File: src/rtl/cpu_mmu_wca_seq.sv
// Cache tag-write sequencer: drives the PPN->CPN buffer enable (WCA_n) and the tag RAM
// strobe, arbitrating single-entry fills against a full invalidate sweep.
module cpu_mmu_wca_seq #(
    parameter int IDX_W    = 10,
    parameter int TAG_W    = 14,
    parameter int WR_PULSE = 2
) (
    input  logic             sysclk,
    input  logic             sys_rst_n,
    input  logic             fill_req,
    input  logic [IDX_W-1:0] fill_idx,
    input  logic [TAG_W-1:0] fill_ppn,
    input  logic             clr_req,
    output logic             fill_ack,
    output logic             clr_busy,
    output logic             clr_done,
    output logic             WCA_n,
    output logic             CWR_n,
    output logic [IDX_W-1:0] cadr,
    output logic             cvalid,
    output logic [TAG_W-1:0] tag_ppn
);

    typedef enum logic [2:0] {
        IDLE,
        F_SETUP,
        F_WR,
        F_HOLD,
        C_SETUP,
        C_WR,
        C_HOLD
    } seqState_t;

    localparam logic [2:0]       PULSE_LAST = 3'(WR_PULSE - 1);
    localparam logic [IDX_W-1:0] CNT_LAST   = '1;

    seqState_t        state, stateNxt;
    logic [2:0]       wcnt, wcntNxt;
    logic [IDX_W-1:0] cnt, cntNxt;
    logic             clrPend, clrPendNxt;

    logic             fillAckNxt;
    logic             clrBusyNxt;
    logic             clrDoneNxt;
    logic             wcaNxt;
    logic             cwrNxt;
    logic [IDX_W-1:0] cadrNxt;
    logic             cvalidNxt;
    logic [TAG_W-1:0] tagNxt;

    // Outputs are computed for the state being entered and registered with it, so every
    // output is a flop and the strobe edges line up with the state boundaries.
    always_comb begin
        stateNxt   = state;
        wcntNxt    = wcnt;
        cntNxt     = cnt;
        clrPendNxt = clrPend;
        cadrNxt    = cadr;
        cvalidNxt  = cvalid;
        tagNxt     = tag_ppn;
        wcaNxt     = 1'b1;
        cwrNxt     = 1'b1;
        fillAckNxt = 1'b0;
        clrDoneNxt = 1'b0;

        case (state)
            IDLE: begin
                if (clr_req || clrPend) begin
                    stateNxt   = C_SETUP;
                    cntNxt     = '0;
                    cadrNxt    = '0;
                    cvalidNxt  = 1'b0;
                    clrPendNxt = 1'b0;
                end else if (fill_req) begin
                    stateNxt  = F_SETUP;
                    cadrNxt   = fill_idx;
                    tagNxt    = fill_ppn;
                    cvalidNxt = 1'b1;
                    wcaNxt    = 1'b0;
                end
            end
            F_SETUP: begin
                stateNxt = F_WR;
                wcntNxt  = '0;
                wcaNxt   = 1'b0;
                cwrNxt   = 1'b0;
            end
            F_WR: begin
                wcaNxt = 1'b0;
                if (wcnt == PULSE_LAST) begin
                    stateNxt   = F_HOLD;
                    fillAckNxt = 1'b1;
                end else begin
                    wcntNxt = wcnt + 3'd1;
                    cwrNxt  = 1'b0;
                end
            end
            F_HOLD: begin
                stateNxt = IDLE;
            end
            C_SETUP: begin
                stateNxt = C_WR;
                wcntNxt  = '0;
                cwrNxt   = 1'b0;
            end
            C_WR: begin
                if (wcnt == PULSE_LAST) begin
                    stateNxt   = C_HOLD;
                    clrDoneNxt = (cnt == CNT_LAST);
                end else begin
                    wcntNxt = wcnt + 3'd1;
                    cwrNxt  = 1'b0;
                end
            end
            C_HOLD: begin
                if (cnt == CNT_LAST) begin
                    stateNxt = IDLE;
                end else begin
                    stateNxt = C_SETUP;
                    cntNxt   = cnt + IDX_W'(1);
                    cadrNxt  = cnt + IDX_W'(1);
                end
            end
            default: begin
                stateNxt = IDLE;
            end
        endcase

        // A clear arriving mid-fill waits for the fill to finish; one arriving mid-sweep is dropped.
        if (clr_req && (state inside {F_SETUP, F_WR, F_HOLD})) begin
            clrPendNxt = 1'b1;
        end

        clrBusyNxt = clrPendNxt || (stateNxt inside {C_SETUP, C_WR, C_HOLD});
    end

    always_ff @(posedge sysclk or negedge sys_rst_n) begin
        if (!sys_rst_n) begin
            state    <= IDLE;
            wcnt     <= '0;
            cnt      <= '0;
            clrPend  <= 1'b0;
            fill_ack <= 1'b0;
            clr_busy <= 1'b0;
            clr_done <= 1'b0;
            WCA_n    <= 1'b1;
            CWR_n    <= 1'b1;
            cadr     <= '0;
            cvalid   <= 1'b0;
            tag_ppn  <= '0;
        end else begin
            state    <= stateNxt;
            wcnt     <= wcntNxt;
            cnt      <= cntNxt;
            clrPend  <= clrPendNxt;
            fill_ack <= fillAckNxt;
            clr_busy <= clrBusyNxt;
            clr_done <= clrDoneNxt;
            WCA_n    <= wcaNxt;
            CWR_n    <= cwrNxt;
            cadr     <= cadrNxt;
            cvalid   <= cvalidNxt;
            tag_ppn  <= tagNxt;
        end
    end

endmodule

File: config.mk
export PLATFORM = sky130hd
export DESIGN_NAME = cpu_mmu_wca_seq
export DESIGN_NICKNAME = d
export VERILOG_FILES = /design/src/rtl/cpu_mmu_wca_seq.sv
export SDC_FILE = /design/constraint.sdc
export NUM_CORES = 1
export LEC_CHECK = 0
export BUFFER_PORTS_ARGS = -buffer_cell sky130_fd_sc_hd__buf_2
export CELL_PAD_IN_SITES_DETAIL_PLACEMENT = 1
export CELL_PAD_IN_SITES_GLOBAL_PLACEMENT = 1
export CORE_ASPECT_RATIO = 1.75
export CORE_MARGIN = 5
export CORE_UTILIZATION = 28
export DETAILED_ROUTE_END_ITERATION = 16
export PLACE_DENSITY_LB_ADDON = 0.15
export SYNTH_ARGS = -nofsm -noshare
export SYNTH_HDL_FRONTEND = slang
export SYNTH_SLANG_ARGS = --single-unit
File: constraint.sdc
create_clock -name sysclk -period 2.47 [get_ports sysclk]
set_input_delay 0.1235 -clock sysclk [delete_from_list [all_inputs] [get_ports sysclk]]
set_output_delay 0.1235 -clock sysclk [all_outputs]
set_load 0.005 [all_outputs]
Word level (Yosys, flattened, before mapping)
Cells that the tools add are included.
{ "classes": {"n_bitwise": 1, "n_reduce_logical": 17, "n_eq_ne": 15, "n_mux": 27, "addsub": 2} }
{ "ops": {"columns": ["operator", "n"], "rows": [
  ["10-bit 2-to-1 mux", 4],
  ["10-bit case mux with 2 select lines", 2],
  ["3-bit == test, second input constant", 6],
  ["3-bit 2-to-1 mux", 6],
  ["3-bit case mux with 6 select lines", 1],
  ["1-bit 2-to-1 mux", 11],
  ["10-bit by 1-bit adder with 10-bit output, second input constant", 1],
  ["10-bit == test, second input constant", 1],
  ["3-bit AND reduction", 3],
  ["3-bit by 1-bit == test with 1-bit output, second input constant", 2],
  ["3-bit by 2-bit == test with 1-bit output, second input constant", 2],
  ["2-bit inequality test, second input constant", 3],
  ["3-bit case mux with 2 select lines", 1],
  ["2-bit nonzero test", 3],
  ["3-bit nonzero test", 2],
  ["2-bit OR reduction", 3],
  ["1-bit case mux with 2 select lines", 2],
  ["2-bit AND reduction", 2],
  ["3-bit by 1-bit adder with 3-bit output, second input constant", 1],
  ["3-bit zero test", 1],
  ["3-bit inequality test, second input constant", 1],
  ["1-bit logical OR", 2],
  ["1-bit logical AND", 1],
  ["1-bit NOT", 1]
]} }
{ "word_totals": {"register_bits": 47, "in_bits": 28, "output_inout_bits": 30, "wordCells": 74} }

Longest topological paths before layout
{ "depth": {"ltp_word": 6, "depth_mapped": 7} }

Worst setup path after synthesis
Ideal clock, no wire load.
{ "synth_timing": {"path_type": "register -> register", "start": "reg cnt[0]", "end": "reg cnt[3]", "setup_slack_ns": 0.493, "setup_time_ns": 0.125, "path_stages_with_launch": 8, "synth_period_minus_slack_ns": 1.977, "t_arrival_ns": 1.852, "path_cell_list": "dfrtp_1 > ha_1 > nand4_4 > o31a_1 > buf_6 > nor2_1 > buf_2 > mux2_2"} }
{ "synth_between": {"elab_chain_len": 3} }
{ "synth_rtl": {"columns": ["element", "line", "text"], "rows": [
  ["start: declaration", "39", "logic [IDX_W-1:0] cnt, cntNxt;"],
  ["start signal: assignment", "154", "cnt <= cntNxt;"],
  ["10-bit by 1-bit adder with 10-bit output or 10-bit == test (tied branches)", "120, 116", null],
  ["10-bit 2-to-1 mux or 2-bit inequality test (tied branches)", null, null],
  ["10-bit case mux with 2 select lines or 3-bit AND reduction (tied branches)", null, null]
]} }
Parallel ways exist; a longest one is shown, timed or not. The select of a mux whose other input is x is not followed.
A chain may end at the register's enable or synchronous reset.

Worst setup path after layout
Same ends and word-level chain as after synthesis.

==> qor.csv <==
metric,value,unit
status,"complete, no violations",
syn_nets,236,
post-synthesis sequential area ratio,0.520,
most frequent cell after synthesis,dfrtp_1,
Final ANT Viol Nets,0,
clk buf depth,2,
share of layout cells above drive strength 1,0.381,
sum of negative setup slack,0,ps
reg2reg setup slack,280,ps
CP required,2650,ps
DRT Wirelength,6.14,mm
Port Buffers,57,
"Hold Vio Cnt, Final",0,
synth warn,0,
vias in the first global route,2050,
Detailed Place HPWL,4.76,mm
core region area,0.00791,sq mm
Crit-path slowest cell,dfrtp_1,
CP arrival,2370,ps
CP cell instances,ha_1 > nand4_4 > o31a_1 > nor2_1 > mux2_2,
async set or reset register ratio after synthesis,1.00,
global-route wire length before repair,10.2,mm
ranking of synthesized cells by area,"dfrtp_1, mux2_2, mux2_4, nand2_1, nor3_1",
H-tree depth,2,
R2R cell count,5,
Wirelength per Cell,16.9,um
final worst slack,281,ps
largest net degree at the start of global routing,26,
initial antenna violation count,0,
placed instance count,354,
fmax,457,MHz
Diodes inserted,0,
critical path class,register to register,
min-delay src,fill_ppn[6],
gpl congestion,0.780,
iteration-0 DRC count of the detailed router,26,
CP Capture Type,register,
clk root buf,clkbuf_16,
TritonCTS Buffers,5,
ys flop type,dfrtp_1,
die area,0.0101,sq mm
RSZ-0062 raised after global routing,no,
fin crit period,2190,ps
Finished Layout Cells,363,
CP peak stage delay,420,ps
Yosys top cell by area,dfrtp_1,
Crit Reg-Reg Startpoint,cnt[0]$_DFFE_PN0P_,
Max Cap Violations,0,
gr ovfl total,0,
1st-pass router iterations,4,
final worst-path cycle share,0.886,
PwrDens,531,mW/mm^2
CP Max Fanout,9,
fin. max-slew vios,0,
Rows,43,
Hold/Removal Path Class,input port to register,
clk_lat worst skew,290,ps
"Distinct cells, synth",47,
share of the synthesized area in the top cell type,0.496,
Max VDD drop,0.310,mV
"EDFF count, synth",0,
CTS Sinks,47,
Die H,129,um
filler instances,905,
startpoint types,register,
Hold Path Cell Cnt,2,
CTS tree,built,
Nets,303,
Starting Density,0.287,
cell count after synthesis,205,
final setup vio count,0,
worst-margin pin slew,544,ps
Static Leak,0.00145,uW
Die X,78.0,um
DRC errors left,0,
Synth Cell Area,0.00227,sq mm
Avg Inst Size Synth,11.1,sq um
Pwr Total,1520,uW
pre-CTS setup slack,272,ps
"CTS clk-pin slew, worst paths",60,ps
via/cell ratio,4.98,
all-layer global routing usage,0.130,
skew final,5.18,ps
hold_buf cts,1,
Vias,1807,
number of synthesized register bits,47,
post-CTS setup buffer count,0,
# resized after CTS,0,
relative slew slack,0.637,
P&R area growth vs syn,25.9,%
Commonest cells post-synth,"dfrtp_1, mux2_2, nand2_1",
# IOs,58,
crit path from,cnt[0]$_DFFE_PN0P_,
-- area by class of cell --
| type | instances | area (sq um) | share of cell area |
|---|---|---|---|
| clock inverter | 1 | 8.76 | 0.00307 |
| tap | 90 | 113 | 0.0394 |
| sequential | 47 | 1180 | 0.413 |
| multi-input combinational | 139 | 998 | 0.350 |
| timing repair buffer | 69 | 378 | 0.132 |
| inverter | 10 | 37.5 | 0.0131 |
| clock buffer | 7 | 143 | 0.0499 |
-- cell families after synthesis --
family | synth area share
compound gates | 0.136
fa+ha+maj | 0.0165
simple gates | 0.153
flops | 0.520
buf+inv | 0.0403
xor+xnor | 0.0154
mux | 0.120
-- final timing paths --
path / endpoint
worst max-delay path: cnt[3]$_DFFE_PN0P_
worst min-delay path: tag_ppn[6]$_DFFE_PN0P_
worst max register to register: cnt[3]$_DFFE_PN0P_
worst min register to register: cvalid$_DFFE_PN0P_
max in group asynchronous: WCA_n$_DFF_PN1_
min in group asynchronous: fill_ack$_DFF_PN0_
-- per-layer routing --
layer | routed length (um) | track usage
met5 | 0 | 0
met4 | 119 | 0.0498
met3 | 234 | 0.0327
met2 | 3600 | 0.250
met1 | 2180 | 0.130
-- worst max-delay path: cells and delay by family (launching register included) --
family                   cells  cell delay [ps]
AO/OA/AOI/OAI                1              420
adder cells (fa/ha/maj)      1              290
flip-flops                   1              420
multiplexers                 1              390
AND/OR/NAND/NOR              2              560
-- placed cells by master, fill, tap and decap left out, types with 3 or more instances in the layout --
master	n
buf_2	57
dfrtp_1	45
mux2_2	17
nand2_1	16
nor2_1	12
nor3_1	11
buf_4	11
inv_1	10
a21oi_1	9
nand3_1	7
o21ai_0	6
clkbuf_16	5
mux2_4	4
o211ai_1	4
a21o_1	4
xor2_1	3
nor2b_1	3
nand3b_1	3
o2bb2ai_1	3
ha_1	3
-- sequential cells by signal, indices dropped and copies added, names as in the netlist --
signal and cells:
cadr 10, wcnt 3, clr_done 1, state 3, CWR_n 1, cnt 10
fill_ack 1, clrPend 1, WCA_n 1, cvalid 1, tag_ppn 14, clr_busy 1
-- metrics by stage --
| step | instance area (sq um) | utilization | hold WS, ps |
|---|---|---|---|
| after floorplan | 2270 | - | -172 |
| after global placement | 2700 | 0.341 | 152 |
| after detailed placement | 2700 | 0.341 | 149 |
| after CTS | 2860 | 0.361 | 52.3 |
| after global routing | 2860 | 0.361 | 53.6 |
| final | 2860 | 0.361 | 61.4 |
-- where the power goes --
group	internal [uW]	total [uW]	switching, uW
Clock	405	695	290
Combinational	22.2	50.6	28.4
Sequential	770	770	0
Total	1200	1520	318
(Power assumes the default switching activity.)
